<file path="config.mk">
export PLATFORM = sky130hd
export DESIGN_NAME = home_inventory_wbm
export DESIGN_NICKNAME = d
export VERILOG_FILES = /design/src/rtl/home_inventory_wbm.sv
export SDC_FILE = /design/constraint.sdc
export NUM_CORES = 1
export LEC_CHECK = 0
export BUFFER_PORTS_ARGS = -buffer_cell sky130_fd_sc_hd__buf_2
export CAP_MARGIN = 20
export CORE_UTILIZATION = 44
export CTS_CLUSTER_DIAMETER = 150
export DETAILED_ROUTE_END_ITERATION = 10
export PLACE_DENSITY_LB_ADDON = 0.05
export SYNTH_ARGS = -nofsm -noshare
export SYNTH_HDL_FRONTEND = slang
export SYNTH_SLANG_ARGS = --single-unit
</file>
<file path="constraint.sdc">
create_clock -name wb_clk_i -period 1.9 [get_ports wb_clk_i]
set_input_delay 0.19 -clock wb_clk_i [delete_from_list [all_inputs] [get_ports wb_clk_i]]
set_output_delay 0.19 -clock wb_clk_i [all_outputs]
set_load 0.005 [all_outputs]
</file>
<file path="src/rtl/home_inventory_wbm.sv">
// -----------------------------------------------------------------------------
// home_inventory_wbm
//   Wishbone classic initiator for the home-inventory register block.
//   Takes a request (address, data, sel, we, beat count) over valid/ready,
//   runs one single-beat ack-terminated Wishbone cycle per beat with the
//   address stepping by 4, and returns one response per beat over
//   valid/ready. An error (or timeout) ends the burst early.
//
//   Optional feature macro: HOME_INV_WBM_TIMEOUT_EN
//     defined   : a beat that sees no ack/err for TIMEOUT_CYCLES cycles is
//                 aborted as if wbm_err_i had been sampled.
//     undefined : the bus waits for ack/err indefinitely.
//
// Ports
//   wb_clk_i, wb_rst_ni                 clock, async active-low reset
//   req_valid_i/req_ready_o             request handshake (ready == idle)
//   req_we_i, req_adr_i, req_dat_i,
//   req_sel_i, req_len_i                request payload (len = beats - 1)
//   rsp_valid_o/rsp_ready_i             response handshake
//   rsp_dat_o, rsp_err_o, rsp_last_o    response payload
//   wbm_*                               Wishbone classic initiator port
//   busy_o                              not idle
// -----------------------------------------------------------------------------
module home_inventory_wbm #(
    parameter int LEN_W          = 4,
    parameter int TIMEOUT_CYCLES = 255
) (
    input  logic             wb_clk_i,
    input  logic             wb_rst_ni,
    input  logic             req_valid_i,
    output logic             req_ready_o,
    input  logic             req_we_i,
    input  logic [31:0]      req_adr_i,
    input  logic [31:0]      req_dat_i,
    input  logic [3:0]       req_sel_i,
    input  logic [LEN_W-1:0] req_len_i,
    output logic             rsp_valid_o,
    input  logic             rsp_ready_i,
    output logic [31:0]      rsp_dat_o,
    output logic             rsp_err_o,
    output logic             rsp_last_o,
    output logic             wbm_cyc_o,
    output logic             wbm_stb_o,
    output logic             wbm_we_o,
    output logic [3:0]       wbm_sel_o,
    output logic [31:0]      wbm_adr_o,
    output logic [31:0]      wbm_dat_o,
    input  logic             wbm_ack_i,
    input  logic             wbm_err_i,
    input  logic [31:0]      wbm_dat_i,
    output logic             busy_o
);

    typedef enum logic [1:0] {IDLE, BUS, RSP} state_t;

    state_t             state_q, state_d;
    logic               cyc_q, cyc_d;
    logic               we_q, we_d;
    logic [3:0]         sel_q, sel_d;
    logic [31:0]        adr_q, adr_d;
    logic [31:0]        dat_q, dat_d;
    logic [LEN_W-1:0]   len_q, len_d;
    logic [LEN_W-1:0]   beat_q, beat_d;
    logic               rsp_valid_q, rsp_valid_d;
    logic [31:0]        rsp_dat_q, rsp_dat_d;
    logic               rsp_err_q, rsp_err_d;
    logic               rsp_last_q, rsp_last_d;
    logic               tmo_hit;

`ifdef HOME_INV_WBM_TIMEOUT_EN
    // At least 8 bits, wider only if TIMEOUT_CYCLES-1 does not fit.
    localparam int TMO_W = ($clog2(TIMEOUT_CYCLES) > 8) ? $clog2(TIMEOUT_CYCLES) : 8;

    logic [TMO_W-1:0] tmo_q, tmo_d;

    // tmo_q counts completed BUS cycles without ack/err, so it reads
    // TIMEOUT_CYCLES-1 during the TIMEOUT_CYCLES-th BUS cycle.
    assign tmo_hit = (state_q == BUS) && (tmo_q == TMO_W'(TIMEOUT_CYCLES - 1));

    // Held at zero outside BUS, which also clears it on every BUS entry.
    always_comb begin
        tmo_d = '0;
        if (state_q == BUS && !wbm_ack_i && !wbm_err_i && !tmo_hit)
            tmo_d = tmo_q + TMO_W'(1);
    end

    always_ff @(posedge wb_clk_i or negedge wb_rst_ni) begin
        if (!wb_rst_ni) tmo_q <= '0;
        else            tmo_q <= tmo_d;
    end
`else
    logic unused_timeout_param;
    assign unused_timeout_param = (TIMEOUT_CYCLES < 2);
    assign tmo_hit = 1'b0;
`endif

    always_comb begin
        state_d     = state_q;
        cyc_d       = cyc_q;
        we_d        = we_q;
        sel_d       = sel_q;
        adr_d       = adr_q;
        dat_d       = dat_q;
        len_d       = len_q;
        beat_d      = beat_q;
        rsp_valid_d = rsp_valid_q;
        rsp_dat_d   = rsp_dat_q;
        rsp_err_d   = rsp_err_q;
        rsp_last_d  = rsp_last_q;
        case (state_q)
            IDLE: begin
                if (req_valid_i) begin
                    we_d    = req_we_i;
                    sel_d   = req_sel_i;
                    adr_d   = req_adr_i;
                    dat_d   = req_dat_i;
                    len_d   = req_len_i;
                    beat_d  = '0;
                    cyc_d   = 1'b1;
                    state_d = BUS;
                end
            end
            BUS: begin
                // Ack has priority over err; timeout is the lowest.
                if (wbm_ack_i) begin
                    cyc_d       = 1'b0;
                    rsp_valid_d = 1'b1;
                    rsp_err_d   = 1'b0;
                    rsp_dat_d   = we_q ? 32'h0 : wbm_dat_i;
                    rsp_last_d  = (beat_q == len_q);
                    state_d     = RSP;
                end else if (wbm_err_i || tmo_hit) begin
                    cyc_d       = 1'b0;
                    rsp_valid_d = 1'b1;
                    rsp_err_d   = 1'b1;
                    rsp_dat_d   = 32'h0;
                    rsp_last_d  = 1'b1;
                    state_d     = RSP;
                end
            end
            RSP: begin
                if (rsp_ready_i) begin
                    rsp_valid_d = 1'b0;
                    if (rsp_last_q) begin
                        state_d = IDLE;
                    end else begin
                        // Next beat goes out on the accepting edge.
                        adr_d   = adr_q + 32'd4;
                        beat_d  = beat_q + LEN_W'(1);
                        cyc_d   = 1'b1;
                        state_d = BUS;
                    end
                end
            end
            default: state_d = IDLE;
        endcase
    end

    always_ff @(posedge wb_clk_i or negedge wb_rst_ni) begin
        if (!wb_rst_ni) begin
            state_q     <= IDLE;
            cyc_q       <= 1'b0;
            we_q        <= 1'b0;
            sel_q       <= '0;
            adr_q       <= '0;
            dat_q       <= '0;
            len_q       <= '0;
            beat_q      <= '0;
            rsp_valid_q <= 1'b0;
            rsp_dat_q   <= '0;
            rsp_err_q   <= 1'b0;
            rsp_last_q  <= 1'b0;
        end else begin
            state_q     <= state_d;
            cyc_q       <= cyc_d;
            we_q        <= we_d;
            sel_q       <= sel_d;
            adr_q       <= adr_d;
            dat_q       <= dat_d;
            len_q       <= len_d;
            beat_q      <= beat_d;
            rsp_valid_q <= rsp_valid_d;
            rsp_dat_q   <= rsp_dat_d;
            rsp_err_q   <= rsp_err_d;
            rsp_last_q  <= rsp_last_d;
        end
    end

    // cyc and stb always move together, so one flop drives both.
    assign wbm_cyc_o   = cyc_q;
    assign wbm_stb_o   = cyc_q;
    assign wbm_we_o    = we_q;
    assign wbm_sel_o   = sel_q;
    assign wbm_adr_o   = adr_q;
    assign wbm_dat_o   = dat_q;
    assign rsp_valid_o = rsp_valid_q;
    assign rsp_dat_o   = rsp_dat_q;
    assign rsp_err_o   = rsp_err_q;
    assign rsp_last_o  = rsp_last_q;
    assign req_ready_o = (state_q == IDLE);
    assign busy_o      = (state_q != IDLE);

endmodule

</file>
==> results of run 1 <==
-- per-stage QoR --
step,total power [mW],TNS (ps),instances,worst slack [ps],utilization
6_report,12.9,0,1049,91.3,0.685
5_1_grt,13.8,0,1049,3.35,0.685
4_1_cts,12.9,0,1048,1.37,0.681
3_5_place_dp,9.68,0,973,17.4,0.594
3_3_place_gp,9.51,0,973,65.3,0.594
2_1_floorplan,7.07,-8.25,604,-8.25,-
-- kinds of logic after synthesis --
family,synth area share
AND/OR/NAND/NOR,0.267
AO/OA/AOI/OAI,0.135
flip-flops,0.543
buffers and inverters,0.0359
XOR/XNOR,0.00992
multiplexers,0.00378
adder cells (fa/ha/maj),0.00472
-- cells in the mapped netlist, drive strengths merged (3+ instances only) --
| cell | instances | share of area |
|---|---|---|
| nand2 | 220 | 0.16 |
| dfrtp | 115 | 0.54 |
| o21ai | 44 | 0.042 |
| clkbuf | 29 | 0.021 |
| nor2 | 27 | 0.019 |
| a21oi | 18 | 0.017 |
| nand4 | 16 | 0.019 |
| o22ai | 14 | 0.017 |
| a211oi | 13 | 0.018 |
| buf | 12 | 0.013 |
| nor3 | 11 | 0.010 |
| nand3 | 10 | 0.011 |
| and3 | 9 | 0.011 |
| a311oi | 6 | 0.0099 |
| nor4 | 5 | 0.0083 |
| and4 | 4 | 0.0066 |
| inv | 4 | 0.0028 |
| or4 | 4 | 0.0066 |
| xnor2 | 4 | 0.0066 |
| nor2b | 3 | 0.0035 |
| o211ai | 3 | 0.0043 |
-- per-layer routing --
metal | part of all wire | vias up | track usage
met2 | 0.48 | 263 | 0.434
met1 | 0.42 | 2630 | 0.343
met3 | 0.079 | 36 | 0.0762
met4 | 0.023 | 0 | 0.121
li1 | - | 2666 | -
met5 | 0 | - | 0
-- report_power, final --
group / switching, mW / internal, mW / total, mW
Sequential: 0.861 / 3.63 / 4.49
Clock: 1.10 / 1.96 / 3.05
Combinational: 2.91 / 2.45 / 5.36
Total: 4.86 / 8.04 / 12.9
-- sequential cells by signal, summed over array words and instances (netlist names) --
name and flops:
rsp_err_o 1, rsp_last_o 1, rsp_valid_o 1, wbm_dat_o 32
wbm_adr_o 32, rsp_dat_o 32, wbm_cyc_o 1, len_q 4
wbm_sel_o 4, wbm_we_o 1, state_q 2, beat_q 4
-- worst max path at each step --
stage	from	end	slack (ps)
after floorplan	wbm_adr_o[2]	wbm_adr_o[22]	-8
after global placement	state_q[0]	wbm_adr_o[18]	70
after detailed placement	state_q[0]	wbm_adr_o[16]	20
after CTS	state_q[0]	wbm_adr_o[21]	1
after global routing	wbm_adr_o[11]	wbm_adr_o[27]	3
final	wbm_adr_o[3]	wbm_adr_o[29]	90
-- repair_timing --
action / 4_1_cts / 5_1_grt
setup endpoints to repair: 0 / 32
hold buffers: 43 / 0
setup buffers: 0 / 1
gates resized for setup: 0 / 11
endpoints found under the hold margin: 157 / 0
-- layout make-up --
class | instances | area share
clock buffers | 23 | 0.0628
inverters | 4 | 0.00189
flip-flops and latches | 115 | 0.364
well taps | 143 | 0.0226
repair buffers | 311 | 0.245
multi-input cells | 444 | 0.294
clock inverters | 9 | 0.00979
-- worst max-delay path, delay by kind of cell (launching register included) --
family                 cells  cell delay, ps
buffers and inverters      1             110
AND/OR/NAND/NOR            3            1040
flip-flops                 1             370
AO/OA/AOI/OAI              1             200
==> impl_metrics.toml, run 1 <==
[setup_path]
critPathMaxStageDelay_ps = 560
endpoint_kind = "register"
r2r_slack_ps = 90
cpMaxStageDelayCell = "or4_4"
crit_chain = "buf_4 > nand3_2 > or4_4 > or4_1 > a211oi_1"
crit_arrival_ps = 2120
crit_required_ps = 2220
cp-start-kind = "register"
r2r-end = "wbm_adr_o[29]"
path_max_fanout = 3
rr_startpoint = "wbm_adr_o[3]"
worstRegToRegCells = 5
crit_type = "register to register"

[timing]
max_freq_mhz = 553
finalClockSkew_ps = 4.80
hold_violations = 0
worstMarginPinSlew_ps = 683
hold_slack_ps = 13.3
relSlewSlack = 0.544
rsz0062_at_grt = "no"
fin_crit_ps = 1810
setup_viol = 0
finalMaxSlewViolations = 0
fin_crit_sh = 0.952

[pwr]
leakagePower_nw = 3.98
pwr_density_cell_nw_per_um2 = 1630
ir_drop_uv = 784

[final_layout]
fillers = 952
fin_nets = 1006
area_growth_syn_to_layout_pct = 49.6
layout_common_cells = "nand2_1, buf_2, dfrtp_1, buf_4"
ff_latch_area_sq_um = 2880
layout_commonest_cell = "nand2_1"
multi_input_area_sq_um = 2330
postLayoutCellArea_sq_um = 7930
drive_gt1_frac = 0.359
n_antenna_cell = 0

[global_routing]
first_global_vias = 5581
gr-total-overflow = 0
grt_max_degree = 116
grt_use_total = 0.271
grt_pass1_wl_mm = 26.8
antenna_found_initial = 0

[synth]
ys_seq_area_frac = 0.543
netlist_area_sq_um = 5300
yosysWarnings = 0
synth_seq_cells = 115
syn_inst = 604
synthFlopType = "dfrtp_1"
synthArstFlopShare = 1.00
ys_types = 54
syn_nets = 717
syn_area_per_cell_sq_um = 8.77
synth-edff-count = 0

[clock_network]
htreeDepth = 4
clockBufferDepth = 2
clock_latency_ps = 410
cts_tree = "yes"
cts.sinks = 115
clk_pin_slew_ps = 50
ctsRootBufferMaster = "clkbuf_16"
cts_buffers = 17

[route]
dr.pass1.iters = 7
totalWireLength_mm = 16.2
drt-initial-drc-count = 391
wl_per_cell_um = 15.5
drc = 12
antenna_left = 0
avgViaCountPerCell = 5.33
vias = 5595

[floorplan]
die-area_sq_um = 12500
coreArea_sq_um = 11600
start_util = 0.458
num_rows = 39
chipHeight_um = 112
die-width_um = 112
ios = 219

[outcome]
violations = "design-rule violations"
run_status = "complete, but fails checks"

[worst_hold_path]
min_to = "wbm_dat_o[6]"
holdPathStages = 3
min_path_type = "primary input to register"
min_from = "req_dat_i[6]"

[place]
place_hpwl_mm = 11.0
routabilityCongestion = 0.907
place_area_sq_um = 6870
port_buffers = 218

[job]
maxCapViolCount = 0
(Power assumes the default switching activity.)
==> run 2, diff against run 1 <==
--- a/config.mk
+++ b/config.mk
@@ -11,6 +11,7 @@
 export CTS_CLUSTER_DIAMETER = 150
 export DETAILED_ROUTE_END_ITERATION = 10
 export PLACE_DENSITY_LB_ADDON = 0.05
+export REMOVE_ABC_BUFFERS = 1
 export SYNTH_ARGS = -nofsm -noshare
 export SYNTH_HDL_FRONTEND = slang
 export SYNTH_SLANG_ARGS = --single-unit
==> run 2 against run 1 <==
The run still ends with design-rule violations left. Highest routed layer unchanged. Die area unchanged. Largest power group unchanged. Non-clock buffer count up 1. Largest cell class unchanged. Register-to-register slack worse by 60 ps. Cell count about the same. Setup slack worse by 63 ps.
==> impl_metrics.toml, run 2 (same netlist as run 1, synthesis figures left out) <==
[timing]
fin_crit_sh = 0.985
relSlewSlack = 0.634
rsz0062_at_grt = "yes"
hold_violations = 0
max_freq_mhz = 534
finalClockSkew_ps = 6.02
setup_viol = 0
finalMaxSlewViolations = 0
fin_crit_ps = 1870
worstMarginPinSlew_ps = 549

[place]
routabilityCongestion = 0.859
place_hpwl_mm = 10.6
port_buffers = 218
dp.cells = 971

[final_layout]
fin_nets = 1007
ff_latch_area_sq_um = 2880
stdcell_count = 1050
n_antenna_cell = 0
drive_gt1_frac = 0.355
multi_input_area_sq_um = 2300
fillers = 997
area_growth_syn_to_layout_pct = 51.0
layout_commonest_cell = "nand2_1"
layout_common_cells = "nand2_1, buf_2, dfrtp_1, dlygate4sd3_1, buf_4"

[worst_hold_path]
holdPathStages = 2
min_from = "req_adr_i[30]"
min_path_type = "primary input to register"
min_to = "wbm_adr_o[30]"

[outcome]
run_status = "complete, but fails checks"
violations = "design-rule violations"

[job]
maxCapViolCount = 0

[setup_path]
cp-start-kind = "register"
cpMaxStageDelayCell = "dfrtp_1"
worstRegToRegCells = 6
path_common_cell = "buf_4"
r2r_slack_ps = 30
crit_chain = "buf_4 > nor3b_4 > nor2_1 > buf_4 > nor4_1 > a211oi_1"
critPathMaxStageDelay_ps = 410
rr_startpoint = "state_q[1]"
crit_type = "register to register"
endpoint_kind = "register"
crit_arrival_ps = 2150
path_max_fanout = 21
r2r-end = "wbm_adr_o[27]"
crit_required_ps = 2180

[floorplan]
die-area_sq_um = 12500
num_rows = 39
die-width_um = 112
ios = 219
chipHeight_um = 112
coreArea_sq_um = 11600
start_util = 0.458

[route]
dr.pass1.iters = 8
totalWireLength_mm = 16.3
wl_per_cell_um = 15.5
avgViaCountPerCell = 5.29
vias = 5552
drc = 13
drt-initial-drc-count = 314
antenna_left = 0

[clock_network]
cts.sinks = 115
clockBufferDepth = 2
cts_tree = "yes"
clock_latency_ps = 420
ctsRootBufferMaster = "clkbuf_16"
cts_buffers = 17
clk_pin_slew_ps = 50
htreeDepth = 4

[global_routing]
grt_pass1_wl_mm = 26.2
gr-total-overflow = 0
first_global_vias = 5480
grt_use_total = 0.265
antenna_found_initial = 0
grt_max_degree = 65

[pwr]
p_int_mw = 8.40
combinationalPowerShare = 0.400
switchingPower_mw = 4.84
total_power_mw = 13.2
switching_share = 0.365
seqPwrFrac = 0.337
pwr_density_cell_nw_per_um2 = 1660
ir_drop_uv = 958
leakagePower_nw = 4.03
pwr-share-clk = 0.263
==> run 2: repair_timing <==
action,4_1_cts,5_1_grt
gates resized for setup,1,12
cloned,0,1
buffers inserted,0,1
pin swaps,0,2
setup endpoints to repair,3,17
hold buffers,45,0
hold endpoints to repair,81,0
==> run 2: layout make-up <==
| type | count | area share |
|---|---|---|
| Inverter | 4 | 0.00188 |
| Multi-Input combinational cell | 444 | 0.288 |
| Timing Repair Buffer | 312 | 0.247 |
| Tap cell | 143 | 0.0224 |
| Sequential cell | 115 | 0.360 |
| Clock inverter | 9 | 0.0186 |
| Clock buffer | 23 | 0.0623 |
==> run 2: routing by layer <==
metal  up-vias  routed length, um  GRT usage
met5         -                  0          0
met4         0                403      0.114
met3        40               1160     0.0724
met2       228               7830      0.437
met1      2624               6930      0.327
li1       2660                  -          -
==> run 2: worst max-delay path by stage <==
stage / start / end / depth (start not counted) / slack [ps]
2_1_floorplan: wbm_ack_i / state_q[1] / 2 / -1900
3_3_place_gp: state_q[0] / wbm_adr_o[22] / 4 / -7
3_5_place_dp: state_q[0] / wbm_adr_o[22] / 4 / -60
4_1_cts: state_q[0] / wbm_adr_o[6] / 6 / 20
5_1_grt: state_q[0] / wbm_adr_o[12] / 6 / -30
6_report: state_q[1] / wbm_adr_o[27] / 6 / 30
==> run 2: power by group through the flow <==
stage | sequential, mW | combinational (mW) | clock, mW
2_1_floorplan | 4.64 | 2.20 | 0
3_3_place_gp | 4.40 | 4.99 | 0
3_5_place_dp | 4.45 | 5.10 | 0
4_1_cts | 4.44 | 5.19 | 3.52
5_1_grt | 4.62 | 5.91 | 3.60
6_report | 4.46 | 5.30 | 3.48
==> run 2: worst max-delay path, delay by kind of cell, from the launching register on <==
kind | cells | cell delay [ps]
AO/OA/AOI/OAI | 1 | 90
buffers and inverters | 2 | 420
AND/OR/NAND/NOR | 3 | 810
flip-flops | 1 | 410
==> run 2: metrics by stage <==
stage	area, sq um	hold WS (ps)	TNS (ps)	setup slack, ps	utilization
6_report	8000	11.3	0	28.0	0.692
5_1_grt	8000	17.0	-84.4	-33.4	0.692
2_1_floorplan	5120	-106	-136020	-1900	-
3_5_place_dp	6830	220	-102	-57.4	0.591
4_1_cts	7930	1.15	0	18.9	0.686
3_3_place_gp	6830	214	-7.00	-7.00	0.591
==> run 3, diff against run 2 <==
--- a/config.mk
+++ b/config.mk
@@ -5,9 +5,10 @@
 export SDC_FILE = /design/constraint.sdc
 export NUM_CORES = 1
 export LEC_CHECK = 0
+export ABC_AREA = 1
 export BUFFER_PORTS_ARGS = -buffer_cell sky130_fd_sc_hd__buf_2
 export CAP_MARGIN = 20
-export CORE_UTILIZATION = 44
+export CORE_UTILIZATION = 45
 export CTS_CLUSTER_DIAMETER = 150
 export DETAILED_ROUTE_END_ITERATION = 10
 export PLACE_DENSITY_LB_ADDON = 0.05
==> run 3 against run 2 <==
Non-clock buffer count decreased by 55. Routed wire length shrank 7.9%. Cell count up 5.6%. Sequential share of layout area is 0.45 points higher. Critical path type unchanged. The run now ends clean. Largest cell class unchanged. Utilization shrank 4.3 points.
==> impl_metrics.toml, run 3 <==
[outcome]
run_status = "finished clean"

[global_routing]
gr-total-overflow = 0
grt_use_total = 0.244
antenna_found_initial = 0
grt_max_degree = 69
grt_pass1_wl_mm = 24.6
first_global_vias = 5227

[synth]
ys_seq_area_frac = 0.507
yosysWarnings = 0
synthAdderAreaFrac = 0.00441
synth_top_area_share = 0.507
synth-edff-count = 0
synthFlopType = "dfrtp_1"
ys_types = 32
synth_seq_cells = 115
synth.mux.area_fraction = 0.0854
synthArstFlopShare = 1.00
yosysMostFrequentCell = "nand2_1"
yosysTopAreaCell = "dfrtp_1"
synth_compound_area_frac = 0.0757
synth.area.top_cells = "dfrtp_1, nand2_1, mux2_2"
synth-xor-area-share = 0.00772
synth_top_family_by_area = "simple AND/OR/NAND/NOR gates"
synth-simple-area-share = 0.263
netlist_area_sq_um = 5670
syn_inst = 679
syn_area_per_cell_sq_um = 8.35
yosys-top-cells-count = "nand2_1, dfrtp_1, nor2_1"

[timing]
setup_viol = 0
max_freq_mhz = 602
finalMaxSlewViolations = 0
fin_crit_sh = 0.875
fin_crit_ps = 1660
tns_ps = 0
relSlewSlack = 0.705
hold_violations = 0
worstMarginPinSlew_ps = 442
finalClockSkew_ps = 11.5
rsz0062_at_grt = "no"
hold_slack_ps = 12.0
fin_ws_ps = 238

[final_layout]
layout_commonest_cell = "buf_2"
layout_common_cells = "buf_2, nand2_1, dfrtp_1, nor2_1, inv_1"
drive_gt1_frac = 0.338
fin_nets = 1041
fillers = 1067
n_antenna_cell = 0
area_growth_syn_to_layout_pct = 39.2

[clock_network]
clockBufferDepth = 2
htreeDepth = 4
cts_buffers = 17
clk_pin_slew_ps = 50
clock_latency_ps = 410
cts_setup_buffers = 0
cts.sinks = 115
cts_tree = "yes"
ctsRootBufferMaster = "clkbuf_16"

[place]
routabilityCongestion = 0.859
post-place-ws_ps = 155
place_hpwl_mm = 10.8
port_buffers = 218

[job]
maxCapViolCount = 0

[setup_path]
path_max_fanout = 37
crit_chain = "inv_4 > nor2_8 > nand2_2 > nand2_2 > nor2_4 > inv_4 > nor2_1 > nand2_1 > o21ai_0"
endpoint_kind = "register"
cpMaxStageDelayCell = "dfrtp_1"
critPathMaxStageDelay_ps = 510
crit_arrival_ps = 1950
cp-start-kind = "register"
crit_type = "register to register"
crit_required_ps = 2190

[route]
wl_per_cell_um = 13.6
totalWireLength_mm = 15.0
vias = 5364
dr.pass1.iters = 5
drt-initial-drc-count = 297
drc = 0
antenna_left = 0
avgViaCountPerCell = 4.84

[pwr]
switching_share = 0.370
ir_drop_uv = 996
leakagePower_nw = 3.92
pwr-share-clk = 0.254
p_int_mw = 8.32
combinationalPowerShare = 0.394
pwr_density_cell_nw_per_um2 = 1670
switchingPower_mw = 4.89
seqPwrFrac = 0.352

[floorplan]
die-area_sq_um = 13100
start_util = 0.466
num_rows = 40
chipHeight_um = 114
ios = 219
die-width_um = 114
coreArea_sq_um = 12200

[worst_hold_path]
min_path_type = "primary input to register"
## run 3: cell types whose count changed after synthesis, sizes merged, moves of 16 or more
cell,change
clkbuf,-23
inv,+41
mux2,+43
nand3,+29
nor2,+68
o21ai,+16
## run 3: power groups by stage
| stage | combinational (mW) | clock [mW] | sequential [mW] |
|---|---|---|---|
| after floorplan | 2.81 | 0 | 4.64 |
| after detailed placement | 5.19 | 0 | 4.65 |
| final | 5.20 | 3.36 | 4.65 |
| after CTS | 5.25 | 3.42 | 4.64 |
| after global routing | 5.90 | 3.51 | 4.82 |
| after global placement | 5.08 | 0 | 4.60 |
## run 3: logic make-up (layout without fill, tap and decap cells)
logic type	Yosys count	in the layout
adder cells (fa/ha/maj)	2	2
buffers and inverters	72	334
AND/OR/NAND/NOR	362	362
XOR/XNOR	5	5
AO/OA/AOI/OAI	80	80
multiplexers	43	43
flip-flops	115	115
## run 3: critical path: cells and delay by family, from the launching register on
kind                   cells  cell delay, ps
and+or+nand+nor            6             550
buffers and inverters      2             390
DFF                        1             510
AOI/OAI and AO/OA          1              70
## run 3: worst paths after layout
check,cells past startpoint,start,end,slack [ps]
worst max register to register,9,state_q[1],wbm_adr_o[13],240
max in group asynchronous,3,wb_rst_ni,wbm_adr_o[20],960
worst max-delay path,9,state_q[1],wbm_adr_o[13],240
worst min register to register,2,rsp_dat_o[25],rsp_dat_o[25],480
worst min-delay path,2,req_len_i[3],len_q[3],10
min in group asynchronous,2,wb_rst_ni,wbm_adr_o[29],280
## run 3: cell type report
cell class | count | area, sq um | area share
clock buffer | 23 | 468 | 0.0593
tap | 168 | 210 | 0.0266
clock inverter | 9 | 153 | 0.0193
sequential | 115 | 2880 | 0.365
timing repair buffer | 257 | 1520 | 0.192
multi-input combinational | 492 | 2490 | 0.316
inverter | 45 | 174 | 0.0220
## run 3: metrics by stage
step	area, sq um	cells	utilization	total power, mW
final	7890	1109	0.649	13.2
after global routing	7890	1109	0.649	14.2
after CTS	7890	1109	0.648	13.3
after detailed placement	6980	1049	0.574	9.84
after global placement	6980	1049	0.574	9.68
after floorplan	5530	652	-	7.45
## run 3: repair_timing
item,CTS,global route
hold buffers,28,0
endpoints found under the hold margin,58,0
resized for setup,0,2
setup endpoints to repair,0,5
## run 3: layer usage
layer | routed length, um | track usage
met1 | 6210 | 0.284
met4 | 256 | 0.0926
met2 | 7600 | 0.425
met3 | 956 | 0.0688
met5 | 0 | 0
